`config.mk`:
```
export PLATFORM = sky130hd
export DESIGN_NAME = load_store_unit_flat
export DESIGN_NICKNAME = d
export VERILOG_FILES = /design/src/rtl/load_store_unit_if.sv /design/src/rtl/load_store_unit.sv /design/src/flat_wrapper.sv
export SDC_FILE = /design/constraint.sdc
export NUM_CORES = 1
export LEC_CHECK = 0
export ABC_CLOCK_PERIOD_IN_PS = 1750
export CORE_MARGIN = 1
export CORE_UTILIZATION = 39
export DETAILED_ROUTE_END_ITERATION = 8
export GPL_ROUTABILITY_DRIVEN = 1
export PLACE_DENSITY = 0.89
export SYNTH_ARGS = -nofsm -noshare
export SYNTH_HDL_FRONTEND = slang
export SYNTH_SLANG_ARGS = --single-unit
export TNS_END_PERCENT = 5
```
`constraint.sdc`:
```
create_clock -name clk -period 1.75 [get_ports clk]
set_clock_uncertainty 0.1 [all_clocks]
set_input_delay 0.35 -clock clk [delete_from_list [all_inputs] [get_ports clk]]
set_output_delay 0.35 -clock clk [all_outputs]
set_load 0.1 [all_outputs]
```
`src/rtl/load_store_unit_if.sv`:
```
// Bundles the core-side request/response signals and the data-memory req/ack bus
// of the load/store unit. The unit uses the slave view; the core and memory use the master view.
interface load_store_unit_if #(
  parameter int BUS_WIDTH = 32
);
  // Core side
  logic                 start;
  logic                 isStore;
  logic [2:0]           funct3;
  logic [BUS_WIDTH-1:0] addr;
  logic [BUS_WIDTH-1:0] wrData;
  logic                 ready;
  logic                 done;
  logic [BUS_WIDTH-1:0] rdData;
  logic                 fault;
  logic [1:0]           faultCode;
  // Memory side
  logic                 memReq;
  logic                 memWe;
  logic [BUS_WIDTH-1:0] memAddr;
  logic [3:0]           memByteEna;
  logic [BUS_WIDTH-1:0] memWrData;
  logic                 memAck;
  logic [BUS_WIDTH-1:0] memRdData;

  modport slave (
    input  start, isStore, funct3, addr, wrData, memAck, memRdData,
    output ready, done, rdData, fault, faultCode,
           memReq, memWe, memAddr, memByteEna, memWrData
  );

  modport master (
    output start, isStore, funct3, addr, wrData, memAck, memRdData,
    input  ready, done, rdData, fault, faultCode,
           memReq, memWe, memAddr, memByteEna, memWrData
  );
endinterface

```
`src/rtl/load_store_unit.sv`:
```
// Multi-cycle load/store unit: one data-memory transaction per request over a req/ack bus,
// with lane steering, load extension and misalign/illegal/timeout fault reporting.
module load_store_unit #(
  parameter int BUS_WIDTH      = 32,
  parameter int TIMEOUT_CYCLES = 16
) (
  input logic              clk,
  input logic              rst,
  load_store_unit_if.slave bus
);

  typedef enum logic [1:0] {
    S_IDLE,
    S_ACCESS,
    S_RESP
  } state_t;

  localparam logic [1:0] FC_NONE     = 2'b00;
  localparam logic [1:0] FC_MISALIGN = 2'b01;
  localparam logic [1:0] FC_TIMEOUT  = 2'b10;
  localparam logic [1:0] FC_ILLEGAL  = 2'b11;
  localparam logic [7:0] LAST_CYCLE  = 8'(TIMEOUT_CYCLES - 1);

  state_t               r_state, w_state_next;
  logic [2:0]           r_funct3, w_funct3_next;
  logic [1:0]           r_addr_lo, w_addr_lo_next;
  logic                 r_is_store, w_is_store_next;
  logic [7:0]           r_cnt, w_cnt_next;

  logic                 r_ready, w_ready;
  logic                 r_done, w_done;
  logic                 r_fault, w_fault;
  logic [1:0]           r_fault_code, w_fault_code;
  logic [BUS_WIDTH-1:0] r_rd_data, w_rd_data;
  logic                 r_mem_req, w_mem_req;
  logic                 r_mem_we, w_mem_we;
  logic [BUS_WIDTH-1:0] r_mem_addr, w_mem_addr;
  logic [3:0]           r_mem_bena, w_mem_bena;
  logic [BUS_WIDTH-1:0] r_mem_wdata, w_mem_wdata;

  logic                 w_illegal, w_misaligned;
  logic [3:0]           w_bena;
  logic [BUS_WIDTH-1:0] w_wdata, w_shifted, w_load_data;

  // Request decode straight from the core inputs, used on the accepting edge.
  // NOTE: every combinational output is given a default first so no path leaves it unassigned (no latch).
  always_comb begin
    w_illegal    = (bus.funct3 == 3'b011) || (bus.funct3[2:1] == 2'b11) ||
                   (bus.funct3[2] && bus.isStore);
    w_misaligned = 1'b0;
    w_bena       = 4'b1111;
    w_wdata      = bus.wrData;
    case (bus.funct3[1:0])
      2'b00: begin
        w_bena  = 4'b0001 << bus.addr[1:0];
        w_wdata = {4{bus.wrData[7:0]}};
      end
      2'b01: begin
        w_misaligned = bus.addr[0];
        w_bena       = 4'b0011 << {bus.addr[1], 1'b0};
        w_wdata      = {2{bus.wrData[15:0]}};
      end
      default: begin
        w_misaligned = |bus.addr[1:0];
      end
    endcase
  end

  // Load lane extraction: shift the addressed byte/half down to bit 0, then extend.
  assign w_shifted = bus.memRdData >> {r_addr_lo, 3'b000};

  always_comb begin
    w_load_data = w_shifted;
    case (r_funct3)
      3'b000:  w_load_data = {{(BUS_WIDTH-8){w_shifted[7]}},   w_shifted[7:0]};
      3'b001:  w_load_data = {{(BUS_WIDTH-16){w_shifted[15]}}, w_shifted[15:0]};
      3'b100:  w_load_data = {{(BUS_WIDTH-8){1'b0}},           w_shifted[7:0]};
      3'b101:  w_load_data = {{(BUS_WIDTH-16){1'b0}},          w_shifted[15:0]};
      default: w_load_data = w_shifted;
    endcase
  end

  // Next-state and next-output logic; every output is registered from these values.
  always_comb begin
    w_state_next    = r_state;
    w_funct3_next   = r_funct3;
    w_addr_lo_next  = r_addr_lo;
    w_is_store_next = r_is_store;
    w_cnt_next      = r_cnt;
    w_done          = 1'b0;
    w_fault         = 1'b0;
    w_fault_code    = r_fault_code;
    w_rd_data       = r_rd_data;
    w_mem_req       = 1'b0;
    w_mem_we        = 1'b0;
    w_mem_addr      = r_mem_addr;
    w_mem_bena      = r_mem_bena;
    w_mem_wdata     = r_mem_wdata;

    case (r_state)
      S_IDLE: begin
        if (bus.start && r_ready) begin
          w_funct3_next   = bus.funct3;
          w_addr_lo_next  = bus.addr[1:0];
          w_is_store_next = bus.isStore;
          if (w_illegal || w_misaligned) begin
            w_state_next = S_RESP;
            w_done       = 1'b1;
            w_fault      = 1'b1;
            w_fault_code = w_illegal ? FC_ILLEGAL : FC_MISALIGN;
            w_rd_data    = '0;
          end else begin
            w_state_next = S_ACCESS;
            w_cnt_next   = '0;
            w_mem_req    = 1'b1;
            w_mem_we     = bus.isStore;
            w_mem_addr   = {bus.addr[BUS_WIDTH-1:2], 2'b00};
            w_mem_bena   = w_bena;
            w_mem_wdata  = w_wdata;
          end
        end
      end
      S_ACCESS: begin
        if (bus.memAck) begin
          w_state_next = S_RESP;
          w_done       = 1'b1;
          w_fault_code = FC_NONE;
          w_rd_data    = r_is_store ? '0 : w_load_data;
        end else if (r_cnt == LAST_CYCLE) begin
          w_state_next = S_RESP;
          w_done       = 1'b1;
          w_fault      = 1'b1;
          w_fault_code = FC_TIMEOUT;
          w_rd_data    = '0;
        end else begin
          w_cnt_next = r_cnt + 8'd1;
          w_mem_req  = 1'b1;
          w_mem_we   = r_mem_we;
        end
      end
      S_RESP:  w_state_next = S_IDLE;
      default: w_state_next = S_IDLE;
    endcase

    w_ready = (w_state_next == S_IDLE);
  end

  // NOTE: sequential state uses non-blocking assignments so every register samples pre-edge values.
  always_ff @(posedge clk) begin
    if (rst) begin
      r_state      <= S_IDLE;
      r_funct3     <= '0;
      r_addr_lo    <= '0;
      r_is_store   <= 1'b0;
      r_cnt        <= '0;
      r_ready      <= 1'b0;
      r_done       <= 1'b0;
      r_fault      <= 1'b0;
      r_fault_code <= '0;
      r_rd_data    <= '0;
      r_mem_req    <= 1'b0;
      r_mem_we     <= 1'b0;
      r_mem_addr   <= '0;
      r_mem_bena   <= '0;
      r_mem_wdata  <= '0;
    end else begin
      r_state      <= w_state_next;
      r_funct3     <= w_funct3_next;
      r_addr_lo    <= w_addr_lo_next;
      r_is_store   <= w_is_store_next;
      r_cnt        <= w_cnt_next;
      r_ready      <= w_ready;
      r_done       <= w_done;
      r_fault      <= w_fault;
      r_fault_code <= w_fault_code;
      r_rd_data    <= w_rd_data;
      r_mem_req    <= w_mem_req;
      r_mem_we     <= w_mem_we;
      r_mem_addr   <= w_mem_addr;
      r_mem_bena   <= w_mem_bena;
      r_mem_wdata  <= w_mem_wdata;
    end
  end

  assign bus.ready      = r_ready;
  assign bus.done       = r_done;
  assign bus.rdData     = r_rd_data;
  assign bus.fault      = r_fault;
  assign bus.faultCode  = r_fault_code;
  assign bus.memReq     = r_mem_req;
  assign bus.memWe      = r_mem_we;
  assign bus.memAddr    = r_mem_addr;
  assign bus.memByteEna = r_mem_bena;
  assign bus.memWrData  = r_mem_wdata;

endmodule

```
`src/flat_wrapper.sv`:
```
// flat-port wrapper written by rule: the top's interface ports become plain ports
module load_store_unit_flat 
#(
  parameter int BUS_WIDTH      = 32,
  parameter int TIMEOUT_CYCLES = 16
)
  (clk, rst, bus_start, bus_isStore, bus_funct3, bus_addr, bus_wrData, bus_memAck, bus_memRdData, bus_ready, bus_done, bus_rdData, bus_fault, bus_faultCode, bus_memReq, bus_memWe, bus_memAddr, bus_memByteEna, bus_memWrData);
  load_store_unit_if #(.BUS_WIDTH(BUS_WIDTH)) bus_i ();
  input logic clk;
  input logic rst;
  input wire logic [$bits(bus_i.start)-1:0] bus_start;
  input wire logic [$bits(bus_i.isStore)-1:0] bus_isStore;
  input wire logic [$bits(bus_i.funct3)-1:0] bus_funct3;
  input wire logic [$bits(bus_i.addr)-1:0] bus_addr;
  input wire logic [$bits(bus_i.wrData)-1:0] bus_wrData;
  input wire logic [$bits(bus_i.memAck)-1:0] bus_memAck;
  input wire logic [$bits(bus_i.memRdData)-1:0] bus_memRdData;
  output wire logic [$bits(bus_i.ready)-1:0] bus_ready;
  output wire logic [$bits(bus_i.done)-1:0] bus_done;
  output wire logic [$bits(bus_i.rdData)-1:0] bus_rdData;
  output wire logic [$bits(bus_i.fault)-1:0] bus_fault;
  output wire logic [$bits(bus_i.faultCode)-1:0] bus_faultCode;
  output wire logic [$bits(bus_i.memReq)-1:0] bus_memReq;
  output wire logic [$bits(bus_i.memWe)-1:0] bus_memWe;
  output wire logic [$bits(bus_i.memAddr)-1:0] bus_memAddr;
  output wire logic [$bits(bus_i.memByteEna)-1:0] bus_memByteEna;
  output wire logic [$bits(bus_i.memWrData)-1:0] bus_memWrData;
  assign bus_i.start = bus_start;
  assign bus_i.isStore = bus_isStore;
  assign bus_i.funct3 = bus_funct3;
  assign bus_i.addr = bus_addr;
  assign bus_i.wrData = bus_wrData;
  assign bus_i.memAck = bus_memAck;
  assign bus_i.memRdData = bus_memRdData;
  assign bus_ready = bus_i.ready;
  assign bus_done = bus_i.done;
  assign bus_rdData = bus_i.rdData;
  assign bus_fault = bus_i.fault;
  assign bus_faultCode = bus_i.faultCode;
  assign bus_memReq = bus_i.memReq;
  assign bus_memWe = bus_i.memWe;
  assign bus_memAddr = bus_i.memAddr;
  assign bus_memByteEna = bus_i.memByteEna;
  assign bus_memWrData = bus_i.memWrData;
  load_store_unit #(.BUS_WIDTH(BUS_WIDTH), .TIMEOUT_CYCLES(TIMEOUT_CYCLES)) u_core (.clk(clk), .rst(rst), .bus(bus_i));
endmodule
```
# == Word level (Yosys, flattened, before mapping) ==
# Index checks and enable logic that the tools add are counted.
# Widths: inputs -> output; s select.
# word_totals
register_bits,121
inputBits,104
out_inout_bits,107
word_cells,92
# classes
addsub,1
n_eq_ne,14
shifts,3
n_mux,43
bitwise_logic,1
n_reduce_logical,15
# op_table
cell,n
$mux 32,5
$pmux 32 s2,2
$pmux 32 s4,1
$mux 8,4
$shr 32x5->32,1
$mux 2,9
$pmux 8 s2,1
$mux 1,13
$pmux 1 s2,5
$add 8x1->8 const B,1
$eq 8x4->1 const B,1
$pmux 2 s2,2
$pmux 4 s2,1
$eq 3x3->1 const B,2
$logic_not 2->1,3
$ne 2x2->1 const B,3
$reduce_and 5->1,1
$eq 2x1->1 const B,2
$ne 2x1->1 const B,2
$reduce_and 4->1,1
$shl 1x2->4 const A,1
$shl 2x2->4 const A,1
$eq 3x1->1 const B,1
$eq 3x2->1 const B,1
10 further kinds,13

# == Longest topological paths before layout ==
# logic_depth
depth_word,8
ltp_mapped,8
depth_no_buf,5

# == Worst setup path before layout ==
# No wires, ideal clock.
# synth_timing
path_kind,register to register
from,reg u_core.r_ready (netlist: u_core.bus.ready)
to,reg u_core.r_rd_data[28] (netlist: u_core.bus.rdData[28])
setup_time_ns,0.122
arrival_ns,2.336
t_required_ns,1.528
path_slack_ns,-0.808
stages_incl_launch_ff,7
n_path_buf,2
period_less_slack_ns,2.558
path_cell_list,dfxtp_1 > and4bb_1 > buf_2 > nor3b_2 > a211oi_4 > buf_6 > a221o_1
# synth_between
elab_chain_len,3
# synth_rtl
element,line,source
start: declaration,load_store_unit.sv:30,"logic r_ready, w_ready;"
start signal: assignment,load_store_unit.sv:172,r_ready <= w_ready;
$logic_and 1x1->1,load_store_unit.sv:102,if (bus.start && r_ready) begin
$ne 2x1->1 (no source line),--,
$reduce_and 4->1 (no source line),--,
end signal: assignment,load_store_unit.sv:176,r_rd_data <= w_rd_data;
end: declaration,load_store_unit.sv:34,"logic [BUS_WIDTH-1:0] r_rd_data, w_rd_data;"
# No other way between the ends.
# A chain may end at the register's enable or synchronous reset.

# == Worst setup path after layout ==
# layout_timing
from,reg u_core.r_cnt[7]
to,reg u_core.r_rd_data[25] (netlist: u_core.bus.rdData[25])
# layout_between
elab_chain_len,3
# layout_rtl
element,line,source
start: declaration,load_store_unit.sv:28,"logic [7:0] r_cnt, w_cnt_next;"
start signal: assignment,load_store_unit.sv:171,r_cnt <= w_cnt_next;
$eq 8x4->1,load_store_unit.sv:129,end else if (r_cnt == LAST_CYCLE) begin
$ne 3x2->1 (no source line),--,
$reduce_and 4->1 (no source line),--,
# No other way between the ends.

==> reports/qor.csv <==
stage;metric;value;unit
run_status;status;finished with violations;
run_status;failing checks;negative setup slack;
floorplan;die span in x;116.6;um
sta;Worst Tran Pin Value;0.6253;ns
global_routing;grt ovf;0;
sta;Pins Over Slew Limit;0;
synthesis;EDFF count, synth;0;
clocking;Root Buffer;clkbuf_16;
routing;DR vias/cell;5.542;
place;Area after DPL;0.008830;mm^2
critical_path;Worst Path Required;1.94;ns
synthesis;fraction of registers with async set or reset after synthesis;0;%
worst_hold_path;Hold Crit Class;input pin to register;
floorplan;# rows;41;
clocking;Clock Latency Late Sink;0.41;ns
final_layout;nets;919;
place;DPL Wire Length;13160;um
critical_path;Arrival @ worst endpoint;2.11;ns
flow_run;max capacitance violation total;0;
synthesis;Ys Warns;0;
clocking;clock buffer depth;2;
global_routing;largest net degree at the start of global routing;86;
sta;final hold violations;0;
clocking;Num CTS Buffers;17;
global_routing;first-pass GRT wire length;29330;um
sta;# setup viols final;27;
floorplan;initial core utilization;40.27;%
critical_path;CP Depth;5;
worst_hold_path;hold depth;3;
clocking;CTS tree;built;
critical_path;critical path buffer and inverter count;1;
final_layout;Design Area, Final;0.009692;mm^2
synthesis;Mapped Area;0.005124;mm^2
routing;Remaining DRCs;0;
routing;Post-Route WL;20010;um
critical_path;CP Capture Type;register;
synthesis;Synth cell types;48;
sta;max_slew headroom;58.09;%
synthesis;Synth top area share;47.28;%
floorplan;I/O Pins;211;
critical_path;slowest CP cell;or4_4;
synthesis;Cells after Synth;571;
power;Leak Pwr;3.683;nW
synthesis;Area contributors post-synth;dfxtp_1 47%, mux2i_1 7.6%, nand2_1 7.4%;
critical_path;Worst Reg-to-Reg Cells;5;
sta;maximum clock frequency;519.4;MHz
sta;Final Worst Setup Slack;-0.1752;ns
synthesis;Mapped Avg Cell Area;8.973;um^2
synthesis;ys flop type;dfxtp_1;
final_layout;Reg area;0.002431;mm^2
floorplan;Core Region;0.01272;mm^2
synthesis;sequential-to-total area share from yosys stat;47.28;%
sta;RSZ-0062 raised after global routing;yes;
power;Power Density;864.8;mW/mm^2
critical_path;crit path max fanout;25;
routing;wire per inst;20.01;um
sta;period utilization;110.0;%
routing;Vias;5542;
place;Port Buffers;208;
place;Final GP Congestion;0.8793;
routing;Iter 0 DRT Violations;406;
global_routing;initial antenna violation count;1;
sta;Tmin final;1.925;ns
critical_path;CP top delay family;compound AO/OA/AOI/OAI gates;
global_routing;vias in the first global route;5625;
critical_path;worst path cell trace;or4_4 -> o21ai_4 -> a211oi_4 -> buf_12 -> a221o_1;
power;Max VDD drop;0.7437;mV
final_layout;area of the multi-input gates;0.002620;mm^2
critical_path;Worst Setup Start Kind;register;
synthesis;number of synthesized register bits;121;
floorplan;die area;0.01360;mm^2
clocking;total clock sinks;121;
final_layout;Layout area overhead;89.16;%
clocking;# H-tree levels;4;
critical_path;CP max stage delay;0.55;ns
routing;router iterations before antenna repair;5;
final_layout;Finished Core Util;76.18;%
floorplan;die height;116.6;um
sta;Hold WS;0.3832;ns
synthesis;area leader, netlist;dfxtp_1;
final_layout;Filler cells;758;
global_routing;GRT Total Usage;29.07;%
critical_path;Worst Setup Path Type;register to register;
routing;Routed Antenna Nets;0;
clocking;CTS clk-pin slew, worst paths;0.05;ns
final_layout;layout cell share with drive strength beyond 1;29.87;%
## placed cells by master, fill, tap and decap left out, types with 4 or more instances in the layout
cell type / synthesis / final
nor2_1: 49 / 48
dfxtp_2: 0 / 4
a21oi_1: 68 / 56
clkbuf_1: 23 / 4
o2bb2ai_1: 7 / 4
dfxtp_1: 121 / 116
a22o_1: 9 / 9
a311oi_1: 10 / 7
a211oi_1: 11 / 11
nand2b_1: 6 / 5
clkbuf_8: 0 / 4
clkdlybuf4s50_1: 0 / 96
a221o_1: 16 / 16
dlygate4sd2_1: 0 / 5
nand3_1: 6 / 5
bufinv_16: 0 / 4
a21oi_2: 0 / 11
buf_4: 5 / 47
xor2_1: 6 / 6
buf_12: 0 / 116
o211ai_1: 11 / 11
mux2i_1: 39 / 39
o21ai_0: 19 / 18
clkbuf_16: 0 / 17
mux2_2: 8 / 8
nand2_1: 101 / 101
buf_6: 3 / 4
## per-stage QoR
step | total power [mW] | cells | TNS (ns) | worst slack (ns)
detailed placement | 4.573 | 963 | -54.56 | -0.6942
global route | 8.608 | 1000 | -4.490 | -0.2158
finish | 8.381 | 1000 | -2.930 | -0.1752
floorplan | 3.805 | 572 | -5.317 | -0.1512
CTS | 8.356 | 999 | -2.090 | -0.1295
global placement | 4.534 | 963 | -46.42 | -0.5184
## synth_stat cells (10+ instances only)
cell type / n
dfxtp_1: 121
nand2_1: 101
a21oi_1: 68
nor2_1: 49
mux2i_1: 39
clkbuf_1: 23
o21ai_0: 19
a221o_1: 16
buf_2: 13
a211oi_1: 11
o211ai_1: 11
a311oi_1: 10
## worst min-delay path: stages
cell and delay (ns):
clkdlybuf4s50_1 0.39, nand2_1 0.05, a21oi_1 0.05
## logic make-up after synthesis
family                     synth area share [%]
and+or+nand+nor                           14.95
AOI/OAI and AO/OA                         21.69
DFF                                       47.28
buffers and inverters                     4.933
muxes                                     9.817
xor gates and xnor gates                  1.026
adders and majority gates                0.2442
other                                   0.07319
## flip-flops by register name (all words and copies together) (netlist names)
name / flops
u_core.bus.ready: 1
u_core.bus.memReq: 1
u_core.bus.rdData: 32
u_core.bus.memAddr: 30
u_core.r_addr_lo: 2
u_core.bus.done: 1
u_core.bus.faultCode: 2
u_core.r_state: 2
u_core.bus.memWrData: 32
u_core.bus.fault: 1
u_core.r_is_store: 1
u_core.r_cnt: 8
u_core.bus.memWe: 1
u_core.r_funct3: 3
u_core.bus.memByteEna: 4
## metal layers
layer / global-route usage, % / up-vias / share of wire [%]
li1: - / 2516 / -
met4: 18.48 / 0 / 4.0
met1: 29.30 / 2639 / 35
met3: 9.030 / 67 / 7.9
met2: 52.07 / 320 / 53
met5: 0 / - / 0
## cell type report
type                            instances  area share, %
Clock buffer                           25          5.112
Multi-Input combinational cell        399          27.03
Timing Repair Buffer                  271          38.95
Antenna cell                            1        0.02582
Clock inverter                          7          1.420
Sequential cell                       121          25.08
Inverter                                4         0.1549
Tap cell                              172          2.220
## worst paths after layout
kind,start,to,slack (ns)
max,u_core.r_cnt[7],u_core.bus.rdData[25],-0.18
min reg2reg,u_core.bus.memAddr[7],u_core.bus.memAddr[7],0.39
max reg2reg,u_core.r_cnt[7],u_core.bus.rdData[25],-0.18
min,bus_addr[26],u_core.bus.memAddr[26],0.38
## what timing repair did
action	CTS	global route
hold buffers	0	0
gates resized for setup	23	21
setup buffers	3	0
pin swaps	8	12
cloned	1	0
endpoints found under the setup margin	107	88
## power by group
part           total [mW]  internal, mW  leakage, nW  switching [mW]
Sequential           2.92          2.83        0.982          0.0875
Clock                3.79          2.53        0.307            1.25
Combinational        1.67         0.714         2.39           0.961
Total                8.38          6.08         3.68            2.30
(Power assumes the default switching activity.)
